## src/rtl/axi4stream_output_serializer.sv

```systemverilog
// -----------------------------------------------------------------------------
// axi4stream_output_serializer
//
// Takes one BUFFER_WIDTH-bit word through a valid/ready handshake and sends it
// out as ceil(BUFFER_WIDTH/AXI_WIDTH) AXI4-Stream beats, least-significant
// slice first. tlast marks the final beat of each word. If the final beat is
// only partly filled, its upper bits are zero. A new word can be accepted on
// the last-beat handshake, so consecutive words stream without a bubble.
//
// Optional feature macro: AXI4S_SERIALIZER_TKEEP_EN
//   When defined, a tkeep output is added (AXI_WIDTH must be a multiple of 8).
//   It is all-ones on every beat except the final one, where only the bytes
//   that carry real buffer bits are set.
//
// Ports:
//   aclk       in   clock, rising edge
//   areset     in   asynchronous reset, active low
//   buf_data   in   [BUFFER_WIDTH] word to transmit
//   buf_valid  in   buf_data is valid
//   buf_ready  out  word is accepted this cycle (buf_valid && buf_ready)
//   tdata      out  [AXI_WIDTH] stream data
//   tvalid     out  stream beat valid
//   tlast      out  final beat of the word
//   tkeep      out  [AXI_WIDTH/8] byte qualifiers (macro builds only)
//   tready     in   downstream ready
//   busy       out  a word is latched and not yet fully sent
// -----------------------------------------------------------------------------
`timescale 1ns/1ps

module axi4stream_output_serializer #(
    parameter int AXI_WIDTH    = 8,
    parameter int BUFFER_WIDTH = 64
) (
    input  logic                    aclk,
    input  logic                    areset,
    input  logic [BUFFER_WIDTH-1:0] buf_data,
    input  logic                    buf_valid,
    output logic                    buf_ready,
    output logic [AXI_WIDTH-1:0]    tdata,
    output logic                    tvalid,
    output logic                    tlast,
`ifdef AXI4S_SERIALIZER_TKEEP_EN
    output logic [AXI_WIDTH/8-1:0]  tkeep,
`endif
    input  logic                    tready,
    output logic                    busy
);

    localparam int BEATS   = (BUFFER_WIDTH + AXI_WIDTH - 1) / AXI_WIDTH;
    localparam int CNT_W   = (BEATS > 1) ? $clog2(BEATS) : 1;
    // The shift register is padded up to a whole number of beats so the
    // final slice reads zeros above the real data.
    localparam int SHIFT_W = BEATS * AXI_WIDTH;
    localparam logic [CNT_W-1:0] LAST_CNT = CNT_W'(BEATS - 1);

`ifdef AXI4S_SERIALIZER_TKEEP_EN
    localparam int KEEP_W     = AXI_WIDTH / 8;
    localparam int LAST_BITS  = BUFFER_WIDTH - (BEATS - 1) * AXI_WIDTH;
    localparam int LAST_BYTES = (LAST_BITS + 7) / 8;
    localparam logic [KEEP_W-1:0] KEEP_LAST = {KEEP_W{1'b1}} >> (KEEP_W - LAST_BYTES);
`endif

    typedef enum logic {
        IDLE = 1'b0,
        SEND = 1'b1
    } state_t;

    state_t              state_q, state_d;
    logic [CNT_W-1:0]    cnt_q,   cnt_d;
    logic [SHIFT_W-1:0]  shift_q, shift_d;
    logic                last_beat;

    assign last_beat = (state_q == SEND) && (cnt_q == LAST_CNT);

    always_comb begin
        // NOTE: every signal driven here gets a default first, so no path
        // through the case statement can leave one unassigned (no latches).
        state_d   = state_q;
        cnt_d     = cnt_q;
        shift_d   = shift_q;

        // Outputs depend only on registered state; tvalid never looks at tready,
        // so everything holds steady under backpressure.
        tvalid    = (state_q == SEND);
        tlast     = last_beat;
        tdata     = tvalid ? shift_q[AXI_WIDTH-1:0] : '0;
        busy      = tvalid;
        // In SEND a new word is only taken on the last-beat handshake.
        buf_ready = (state_q == IDLE) || (last_beat && tready);
`ifdef AXI4S_SERIALIZER_TKEEP_EN
        tkeep     = !tvalid ? '0 : (last_beat ? KEEP_LAST : '1);
`endif

        case (state_q)
            IDLE: begin
                if (buf_valid) begin
                    shift_d = SHIFT_W'(buf_data);
                    cnt_d   = '0;
                    state_d = SEND;
                end
            end
            SEND: begin
                if (tready) begin
                    if (!last_beat) begin
                        shift_d = shift_q >> AXI_WIDTH;
                        cnt_d   = cnt_q + CNT_W'(1);
                    end else if (buf_valid) begin
                        shift_d = SHIFT_W'(buf_data);
                        cnt_d   = '0;
                    end else begin
                        state_d = IDLE;
                    end
                end
            end
            default: state_d = IDLE;
        endcase
    end

    always_ff @(posedge aclk or negedge areset) begin
        if (!areset) begin
            state_q <= IDLE;
            cnt_q   <= '0;
            shift_q <= '0;
        end else begin
            // NOTE: non-blocking assignments make all registers update together
            // from the same pre-edge values, independent of statement order.
            state_q <= state_d;
            cnt_q   <= cnt_d;
            shift_q <= shift_d;
        end
    end

endmodule

```

## config.mk

```make
export PLATFORM = sky130hd
export DESIGN_NAME = axi4stream_output_serializer
export DESIGN_NICKNAME = d
export VERILOG_FILES = /design/src/rtl/axi4stream_output_serializer.sv
export SDC_FILE = /design/constraint.sdc
export NUM_CORES = 1
export LEC_CHECK = 0
export ABC_AREA = 1
export BUFFER_PORTS_ARGS = -buffer_cell sky130_fd_sc_hd__buf_2
export CAP_MARGIN = 20
export CORE_ASPECT_RATIO = 1.2
export CORE_MARGIN = 4
export CORE_UTILIZATION = 30
export CTS_BUF_LIST = sky130_fd_sc_hd__clkbuf_4
export DETAILED_ROUTE_END_ITERATION = 6
export PLACE_DENSITY = 0.53
export SLEW_MARGIN = 0
export SYNTH_ARGS = -nofsm -noshare
export SYNTH_HDL_FRONTEND = slang
export SYNTH_SLANG_ARGS = --single-unit
```

## constraint.sdc

```tcl
create_clock -name aclk -period 1.4 [get_ports aclk]
set_input_delay 0.07 -clock aclk [delete_from_list [all_inputs] [get_ports aclk]]
set_output_delay 0.07 -clock aclk [all_outputs]
set_load 0.05 [all_outputs]
```

==> flow_metrics.py, run 1 <==
metrics = {
    "routing": {
        "routed_via_density": 4.56,
        "drcViolationCount": 0,
        "routed_wl_mm": 11.9,
        "drt_iter0_drc": 190,
        "ant_nets": 0,
        "vias": 4172,
        "drt_first_pass_iters": 5,
        "wl_per_cell_um": 13.0,
    },
    "finish": {
        "syn_to_final_growth_pct": 54.0,
        "nets": 814,
        "antennaDiodeCount": 0,
        "layout-drive-gt1-share_pct": 27.9,
        "final_cells": 914,
        "stdcell_area_um2": 6200,
    },
    "outcome": {
        "violations": "negative setup slack",
        "status": "finished with violations",
    },
    "clocking": {
        "clkLatencyLatePin_ns": 0.42,
        "cts.sinks": 68,
        "cts_max_level": 3,
        "cts_buffer_depth": 2,
        "clk_pin_slew_worst_paths_ns": 0.11,
        "cts_buffers": 9,
        "cts_tree": "done",
        "cts-root-buf": "clkbuf_4",
    },
    "global_route": {
        "grt_max_degree": 69,
        "grt_pass1_wl_mm": 19.8,
        "antenna_found_initial": 0,
        "overflow": 0,
        "grt_pass1_vias": 4194,
        "track_usage_pct": 15.9,
    },
    "sta": {
        "rsz0062_at_grt": "true",
        "tightestPinTransition_ns": 0.678,
        "hold_violations": 0,
        "fmax_mhz": 583,
        "setup_tns_ns": -17.47,
        "slew_viol_final": 0,
        "fin_ws_ns": -0.316,
        "fin_crit_ns": 1.72,
        "setup_viol": 77,
        "slew-limit-headroom_pct": 54.8,
        "fin_worst_skew_ns": 0.0130,
        "period_share_pct": 123,
        "hold_slack_ns": 0.0197,
    },
    "yosys": {
        "avgSynthCellArea_um2": 6.64,
        "post_synth_and_or_nand_nor_area_fraction_pct": 35.3,
        "syn_area_um2": 4030,
        "synth_nets": 676,
        "synth_adder_area_share_pct": 0.622,
        "synth_xor_area_share_pct": 0,
        "yosys-mux-area-fraction_pct": 0,
        "yosysWarnings": 0,
        "syn_inst": 606,
        "synth_top_family_by_area": "simple AND/OR/NAND/NOR gates",
        "ys_seq_elements": 68,
        "yosysUniqueCellTypes": 18,
        "synth_compound_area_share_pct": 7.06,
        "synth-seq-area-share_pct": 42.3,
    },
    "power_and_ir_drop": {
        "power_density_nw_per_um2": 1400,
        "netSwitchingPower_w": 0.00351,
        "comb_power_share_pct": 52.0,
        "sw_frac_of_total_pct": 40.3,
        "power_frac_seq_pct": 36.1,
        "p_int_w": 0.00519,
        "p_leak_nw": 3.23,
        "ir_worst_vdd_mv": 0.905,
        "p_clk_share_pct": 11.9,
    },
    "setup_path": {
        "r2r-end": "shift_q[39]",
        "worstPathRequired_ns": 1.33,
        "r2r_cells": 10,
        "r2r_slack_ns": -0.31,
        "critPathLaunch": "cnt_q[0]",
        "crit_fanout": 3,
        "endpoint": "buf_ready",
        "critPathArrivalTime_ns": 1.65,
        "crit_path_end_kind": "output port",
        "startpoint_type": "flop",
        "worstSetupPathType": "flop to output port",
        "r2r-start": "cnt_q[1]",
    },
    "die": {
        "start_util_pct": 30.5,
        "ios": 80,
        "num_rows": 46,
        "die_height_um": 135,
        "core-area_um2": 13200,
        "die-area_um2": 15300,
        "die_w_um": 114,
    },
    "flow_run": {
        "max_cap_violations": 0,
    },
    "worst_hold_path": {
        "hp-class": "input port to flop",
    },
    "placed_design": {
        "place_inst": 835,
        "globalplace.congestion": 0.790,
        "dpl_worst_slack_ns": -0.103,
        "io_buffers": 79,
        "dpl.hpwl_mm": 7.49,
        "placed_cell_area_um2": 4810,
    },
}
## critical path, stage by stage (launching register included)
cell	delay, ns
dfrtp_1	0.38
ha_2	0.20
ha_4	0.16
inv_6	0.04
buf_12	0.11
o21ai_4	0.16
buf_6	0.18
## sequential cells by signal, summed over array words and instances (netlist names)
register	cells
busy	1
cnt_q	3
shift_q	64
## power groups by stage
| stage | clock network, W | registers (W) | logic [W] |
|---|---|---|---|
| final | 0.00103 | 0.00315 | 0.00452 |
| after global routing | 0.00114 | 0.00324 | 0.00498 |
| after CTS | 0.00107 | 0.00315 | 0.00435 |
| after detailed placement | 0 | 0.00312 | 0.00323 |
| after global placement | 0 | 0.00309 | 0.00319 |
| after floorplan | 0 | 0.00302 | 0.00243 |
## per-layer routing
metal,vias to the layer above,wire length [µm],GRT usage (%)
met5,-,0,0
li1,2147,-,-
met3,16,490,1.93
met1,1908,5260,20.5
met4,0,170,6.15
met2,101,5940,27.2
## worst min-delay path by stage
| stage | startpoint | endpoint | slack (ns) | depth (start not counted) |
|---|---|---|---|---|
| finish | buf_data[38] | shift_q[38] | 0.02 | 5 |
| floorplan | areset | busy | -0.23 | 0 |
| CTS | buf_data[38] | shift_q[38] | 0.001 | 5 |
| detailed placement | areset | shift_q[52] | 0.12 | 2 |
| global placement | areset | shift_q[37] | 0.13 | 2 |
| global route | buf_data[38] | shift_q[38] | 0.05 | 5 |
## cell usage after synthesis, drive strengths merged
library cell / n / area share, %
nand3: 116 / 14
inv: 100 / 9.3
clkbuf: 17 / 1.6
o21ai: 16 / 2.1
nor2: 81 / 7.7
a21oi: 40 / 5.0
buf: 27 / 3.9
nand2: 139 / 13
ha: 2 / 0.62
dfrtp: 68 / 42
## cell families (layout without fill, tap and decap cells)
group           count (synthesis)  count (layout)
compound gates                 56              56
flops                          68              68
buf+inv                       144             284
simple gates                  336             336
fa+ha+maj                       2               2
## cell type report
type	instances	area, µm²
Clock inverter	1	3.75
Inverter	100	414
Timing Repair Buffer	171	1720
Clock buffer	12	90.1
Sequential cell	68	1700
Tap cell	168	210
Multi-Input combinational cell	394	2060
Fill cell	1322	6980
## per-stage QoR
step                      utilization, %  total power [W]
after global routing                47.0          0.00936
after global placement              36.5          0.00628
after floorplan                        -          0.00544
after detailed placement            36.5          0.00635
after CTS                           45.8          0.00856
final                               47.0          0.00870
## placed cells by master (no fill, tap or decap), types with 2 or more instances in the layout
cell and count:
a21oi_1 39, buf_12 14, buf_16 6, buf_2 67
buf_4 16, buf_6 8, buf_8 13, bufbuf_16 2
clkbuf_4 12, clkinvlp_4 9, dfrtp_1 67, dlygate4sd3_1 44
inv_1 87, inv_2 3, nand2_1 119, nand2_2 7
nand2_4 10, nand2_8 3, nand3_1 88, nand3_2 25
nand3_4 3, nor2_1 80, o21ai_0 9, o21ai_1 4
o21ai_2 2
## repair_timing
| action | 4_1_cts | 5_1_grt |
|---|---|---|
| setup buffers | 11 | 2 |
| pin swaps | 41 | 23 |
| endpoints found under the setup margin | 77 | 80 |
| cloned | 9 | 1 |
| hold buffers | 44 | 0 |
| endpoints found under the hold margin | 111 | 0 |
| gates resized for setup | 96 | 33 |
(Power assumes the default switching activity.)
==> run 2, diff against run 1 <==
--- a/config.mk
+++ b/config.mk
@@ -6,6 +6,5 @@
 export NUM_CORES = 1
 export LEC_CHECK = 0
-export ABC_AREA = 1
-export BUFFER_PORTS_ARGS = -buffer_cell sky130_fd_sc_hd__buf_2
+export BUFFER_PORTS_ARGS = -buffer_cell sky130_fd_sc_hd__clkbuf_2
 export CAP_MARGIN = 20
 export CORE_ASPECT_RATIO = 1.2
@@ -14,5 +13,5 @@
 export CTS_BUF_LIST = sky130_fd_sc_hd__clkbuf_4
 export DETAILED_ROUTE_END_ITERATION = 6
-export PLACE_DENSITY = 0.53
+export PLACE_DENSITY = 0.55
 export SLEW_MARGIN = 0
 export SYNTH_ARGS = -nofsm -noshare
==> constraint.sdc (replaced) <==
create_clock -name aclk -period 1.4 [get_ports aclk]
set_input_delay 0.28 -clock aclk [delete_from_list [all_inputs] [get_ports aclk]]
set_output_delay 0.28 -clock aclk [all_outputs]
set_load 0.05 [all_outputs]
==> run 2 against run 1 <==
  * The flow still finishes with violations (negative setup slack)
  * Final area is 15% lower
  * Combinational power is 8.4% lower
  * Non-clock buffer count fell by 50
  * Via count is 38% lower
  * Worst hold slack gained 0.074 ns
  * Global-route usage decreased by 0.80 points
  * Sequential power decreased by 5%
  * Sequential cell count unchanged
  * Clock power increased by 43%
  * Clock-buffer cell count decreased by 3
  * First-iteration DRC count down 64%
  * Critical path type unchanged
  * Largest cell class unchanged
==> flow_metrics.py, run 2 <==
metrics = {
    "routing": {
        "wl_per_cell_um": 18.9,
        "ant_nets": 0,
        "routed_via_density": 5.22,
        "vias": 2585,
        "drcViolationCount": 0,
        "drt_first_pass_iters": 4,
        "routed_wl_mm": 9.36,
        "drt_iter0_drc": 68,
    },
    "global_route": {
        "track_usage_pct": 15.1,
        "overflow": 0,
        "grt_pass1_wl_mm": 14.8,
        "met2_usage_pct": 24.5,
        "grt_pass1_vias": 2791,
        "grtUsageMet1_pct": 20.2,
        "busiest_layer": "met2",
        "antenna_found_initial": 0,
        "gr-usage-met3_pct": 3.64,
        "grt_max_degree": 69,
    },
    "yosys": {
        "yosysMostFrequentCell": "dfrtp_1",
        "synth-seq-area-share_pct": 51.9,
        "synth_top_area_share_pct": 51.9,
        "syn_area_um2": 3280,
        "yosysUniqueCellTypes": 26,
        "synthTopCellsByArea": "dfrtp_1 (52%), nand2b_1 (7.6%), o221a_1 (7.6%), o221a_2 (6.2%), and3b_1 (4.3%)",
        "ys_seq_elements": 68,
        "async_flop_share_pct": 100,
        "syn_inst": 257,
        "avgSynthCellArea_um2": 12.7,
        "synth_nets": 327,
        "yosysWarnings": 0,
        "synth-main-ff-cell": "dfrtp_1",
        "yosysTopAreaCell": "dfrtp_1",
        "synth_common_cells": "dfrtp_1 (68), nand2b_1 (40), o221a_1 (22), o221a_2 (18)",
        "synth_edf_count": 0,
    },
    "die": {
        "ios": 80,
        "num_rows": 41,
        "die_height_um": 122,
        "die-area_um2": 12700,
        "die_w_um": 103,
        "start_util_pct": 30.8,
        "core-area_um2": 10600,
    },
    "worst_hold_path": {
        "hp-class": "input port to flop",
        "min_to": "shift_q[62]",
        "worstHoldPathCells": 2,
        "hold_start": "buf_data[62]",
    },
    "sta": {
        "setup_viol": 80,
        "fmax_mhz": 528,
        "fin_crit_ns": 1.89,
        "rsz0062_at_grt": "true",
        "hold_slack_ns": 0.0939,
        "tightestPinTransition_ns": 0.384,
        "fin_ws_ns": -0.493,
        "period_share_pct": 135,
        "fin_worst_skew_ns": 0.0216,
        "slew-limit-headroom_pct": 74.4,
        "hold_violations": 0,
        "slew_viol_final": 0,
    },
    "setup_path": {
        "r2r-end": "shift_q[17]",
        "worstSetupPathType": "flop to output port",
        "worstPathCellList": "ha_2, ha_4, buf_12, and2_4, clkbuf_16",
        "r2r_slack_ns": -0.43,
        "critPathArrivalTime_ns": 1.61,
        "critPathBufInv": 2,
        "worstPathRequired_ns": 1.12,
        "cpLargestDelayFamily": "flip-flops",
        "critPathLaunch": "cnt_q[1]",
        "critical-path-max-stage-delay_ns": 0.40,
        "startpoint_type": "flop",
        "crit_fanout": 4,
        "cp_slowest_cell": "dfrtp_1",
        "r2r-start": "cnt_q[1]",
        "r2r_cells": 8,
        "crit_path_end_kind": "output port",
    },
    "power_and_ir_drop": {
        "power_frac_seq_pct": 34.9,
        "netSwitchingPower_w": 0.00283,
        "p_leak_nw": 2.31,
        "ir_worst_vdd_mv": 0.599,
        "sw_frac_of_total_pct": 32.9,
        "power_density_nw_per_um2": 1630,
        "p_clk_share_pct": 17.0,
        "comb_power_share_pct": 48.1,
        "p_int_w": 0.00577,
    },
    "clocking": {
        "cts_max_level": 3,
        "cts.sinks": 68,
        "cts_tree": "done",
        "cts_buffers": 9,
        "clk_pin_slew_worst_paths_ns": 0.12,
        "cts-root-buf": "clkbuf_4",
        "clkLatencyLatePin_ns": 0.41,
        "cts_buffer_depth": 2,
    },
    "placed_design": {
        "place_inst": 458,
        "dpl.hpwl_mm": 5.61,
        "globalplace.congestion": 0.787,
        "placed_cell_area_um2": 4120,
        "io_buffers": 79,
    },
    "outcome": {
        "status": "finished with violations",
        "violations": "negative setup slack",
    },
    "flow_run": {
        "max_cap_violations": 0,
    },
    "finish": {
        "largest_reg_flops": 64,
        "nets": 431,
        "final_cell_mix": "dfrtp_1 (67), clkbuf_2 (66), nand2b_4 (23), o221a_1 (22)",
        "stdcell_area_um2": 5290,
        "final_cells": 495,
        "final_common_cell": "dfrtp_1",
        "top_register": "shift_q",
        "layout-drive-gt1-share_pct": 61.5,
        "antennaDiodeCount": 0,
        "syn_to_final_growth_pct": 61.3,
    },
}
-- run 2: worst max path at each step --
stage          slack [ns]           to  depth (start not counted)
6_report            -0.49        tlast                          5
5_1_grt             -0.57        tlast                          5
4_1_cts             -0.53        tlast                          5
3_5_place_dp        -0.20  shift_q[13]                          6
3_3_place_gp        -0.17  shift_q[45]                          6
2_1_floorplan       -0.26  shift_q[56]                          8
-- run 2: area by class of cell --
class                      count  area (µm²)
sequential                    68        1700
tap                          129         161
fill                         923        5330
clock inverter                 7        91.3
multi-input combinational    161        2030
clock buffer                   9        67.6
timing repair buffer         121        1230
-- run 2: power by group through the flow --
stage | combinational, W | clock (W) | sequential [W]
floorplan | 0.00228 | 0 | 0.00289
finish | 0.00414 | 0.00147 | 0.00300
detailed placement | 0.00283 | 0 | 0.00300
CTS | 0.00397 | 0.00151 | 0.00298
global placement | 0.00279 | 0 | 0.00298
global route | 0.00438 | 0.00158 | 0.00308
-- run 2: kinds of logic (layout without fill, tap and decap cells) --
family	Yosys count	in the layout	synth area share, %
adder cells (fa/ha/maj)	2	2	0.764
multiplexers	1	1	0.344
AND/OR/NAND/NOR	74	74	16.4
flip-flops	68	68	51.9
AO/OA/AOI/OAI	84	84	24.7
buffers and inverters	28	137	5.81
-- run 2: what timing repair did --
item	CTS	global route
gates resized for setup	85	35
pin swaps	39	19
hold buffers	1	0
endpoints found under the setup margin	79	80
gates cloned	8	2
setup buffers	13	4
hold endpoints to repair	68	0
-- run 2: per-layer routing --
layer	share of wire (%)	wire [µm]
met1	45	4250
met2	48	4510
met3	5.5	518
met4	0.90	84
met5	0	0
-- run 2: stage by stage --
stage               TNS (ns)  setup slack [ns]  util, %  total power [W]
finish                -26.11            -0.493     49.8          0.00860
global route          -33.20            -0.566     49.8          0.00904
CTS                   -30.83            -0.528     48.7          0.00846
detailed placement    -11.00            -0.195     38.8          0.00584
global placement       -9.01            -0.169     38.8          0.00577
floorplan             -13.58            -0.260        -          0.00517
==> run 3, diff against run 2 <==
- CORE_UTILIZATION: 30 -> 50
- PLACE_DENSITY: 0.55 -> 0.81
==> run 3 against run 2 <==
  * The run still ends with negative setup slack left
  * Combinational power is 3% higher
  * Wire length rose by 25%
  * Critical path depth rose by 3
  * Fmax fell by 2.1%
  * Die area shrank 37%
  * Global-route usage rose by 13 points
  * Utilization is 32 points higher
  * Via count increased by 11%
  * Worst hold slack better by 0.013 ns
  * Clock power decreased by 28%
  * Setup slack got worse by 0.041 ns
==> flow_metrics.py, run 3 (same netlist as run 2, synthesis figures left out) <==
metrics = {
    "routing": {
        "wl_per_cell_um": 25.2,
        "top_layer_used": "met4",
        "drt_first_pass_iters": 4,
        "routed_via_density": 6.21,
        "drt_iter0_drc": 174,
        "met1_length_mm": 4.31,
        "wl_met2_mm": 6.22,
        "drcViolationCount": 0,
        "dr_wl_met3_um": 649,
        "vias": 2880,
        "routed_wl_mm": 11.7,
        "ant_nets": 0,
    },
    "finish": {
        "final_cell_mix": "dfrtp_1 (67), clkbuf_2 (66), nand2b_1 (37), o221a_1 (22)",
        "antennaDiodeCount": 0,
        "nets": 447,
        "largest_reg_flops": 64,
        "final_util_pct": 81.9,
        "top_register": "shift_q",
        "final_common_cell": "dfrtp_1",
        "final_cells": 464,
        "syn_to_final_growth_pct": 60.2,
        "layout-drive-gt1-share_pct": 58.8,
    },
    "setup_path": {
        "crit_fanout": 9,
        "crit_path_end_kind": "flop",
        "startpoint_type": "flop",
        "cpLargestDelayFamily": "buffers and inverters",
        "critical-path-max-stage-delay_ns": 0.42,
        "cp_slowest_cell": "dfrtp_1",
        "worstPathCellList": "ha_2, ha_4, buf_6, nand2b_4, nand3_4, buf_12, buf_16, o221a_1",
        "worstPathRequired_ns": 1.72,
        "critPathArrivalTime_ns": 2.25,
        "worstSetupPathType": "flop to flop",
        "critPathBufInv": 3,
    },
    "flow_run": {
        "max_cap_violations": 0,
    },
    "sta": {
        "fin_crit_ns": 1.93,
        "slew-limit-headroom_pct": 70.3,
        "slew_viol_final": 0,
        "hold_slack_ns": 0.107,
        "fmax_mhz": 517,
        "fin_worst_skew_ns": 0.0208,
        "period_share_pct": 138,
        "tightestPinTransition_ns": 0.446,
        "setup_viol": 80,
        "fin_ws_ns": -0.534,
        "hold_violations": 0,
        "rsz0062_at_grt": "true",
    },
    "global_route": {
        "antenna_found_initial": 0,
        "overflow": 0,
        "grt_pass1_vias": 3231,
        "grt_max_degree": 42,
        "grt_pass1_wl_mm": 16.7,
        "track_usage_pct": 27.8,
    },
    "clocking": {
        "cts_max_level": 3,
        "cts-root-buf": "clkbuf_4",
        "cts.sinks": 68,
        "cts_buffer_depth": 2,
        "clkLatencyLatePin_ns": 0.42,
        "cts_buffers": 9,
        "clk_pin_slew_worst_paths_ns": 0.12,
        "cts_tree": "done",
    },
    "die": {
        "die_w_um": 81.9,
        "start_util_pct": 51.1,
        "num_rows": 32,
        "ios": 80,
        "die_height_um": 96.7,
        "die-area_um2": 7920,
        "core-area_um2": 6410,
    },
    "worst_hold_path": {
        "hp-class": "input port to flop",
    },
    "outcome": {
        "status": "finished with violations",
        "violations": "negative setup slack",
    },
    "placed_design": {
        "place_inst": 417,
        "dpl.hpwl_mm": 5.49,
        "globalplace.congestion": 0.787,
        "io_buffers": 79,
    },
    "power_and_ir_drop": {
        "power_density_nw_per_um2": 1610,
        "p_leak_nw": 2.29,
        "ir_worst_vdd_mv": 1.13,
    },
}
[run 3: cell types whose count changed in the layout (fill, tap and decap cells not counted), sizes merged]
cell,before,now
bufinv,2,0
clkinv,5,2
buf,45,62
clkinvlp,0,1
[run 3: final cells by class]
cell class                 instances  area (µm²)
clock inverter                     3        17.5
clock buffer                      10        75.1
timing repair buffer             137        1410
sequential                        68        1700
multi-input combinational        161        1940
fill                             329        1160
tap                               85         106
[run 3: path summary, 6_finish.rpt]
| path | startpoint | endpoint | slack, ns | cells past startpoint |
|---|---|---|---|---|
| setup / recovery | cnt_q[0] | shift_q[25] | -0.53 | 8 |
| max in group asynchronous | areset | shift_q[23] | 0.70 | 3 |
| hold / removal | buf_data[60] | shift_q[60] | 0.11 | 2 |
| setup reg to reg | cnt_q[0] | shift_q[25] | -0.53 | 8 |
| min in group asynchronous | areset | shift_q[25] | 0.37 | 3 |
| hold reg to reg | shift_q[63] | shift_q[63] | 0.51 | 1 |
[run 3: metal layers]
layer	track usage, %	up-vias
li1	-	1232
met1	33.2	1464
met2	45.6	143
met3	5.40	41
met4	15.9	0
met5	0	-
[run 3: power by group]
group / leakage, nW / internal (W) / switching (W)
logic: 1.41 / 0.00245 / 0.00182
registers: 0.822 / 0.00259 / 0.000518
clock network: 0.0540 / 0.000351 / 0.000706
[run 3: stage by stage]
step / worst slack (ns) / TNS [ns] / instance area, µm² / total power, W
detailed placement: -0.221 / -11.69 / 4130 / 0.00598
CTS: -0.493 / -26.28 / 5060 / 0.00793
finish: -0.534 / -34.54 / 5250 / 0.00845
global placement: -0.159 / -8.41 / 4130 / 0.00589
global route: -0.602 / -38.26 / 5250 / 0.00881
floorplan: -0.260 / -13.58 / 3550 / 0.00517
[run 3: repair_timing]
action                                 CTS  global route
pin swaps                               38            32
endpoints found under the hold margin   68             0
hold buffers                             1             0
setup buffers                           19            11
cloned                                   9             3
gates resized for setup                 76            31
setup endpoints to repair               79            80
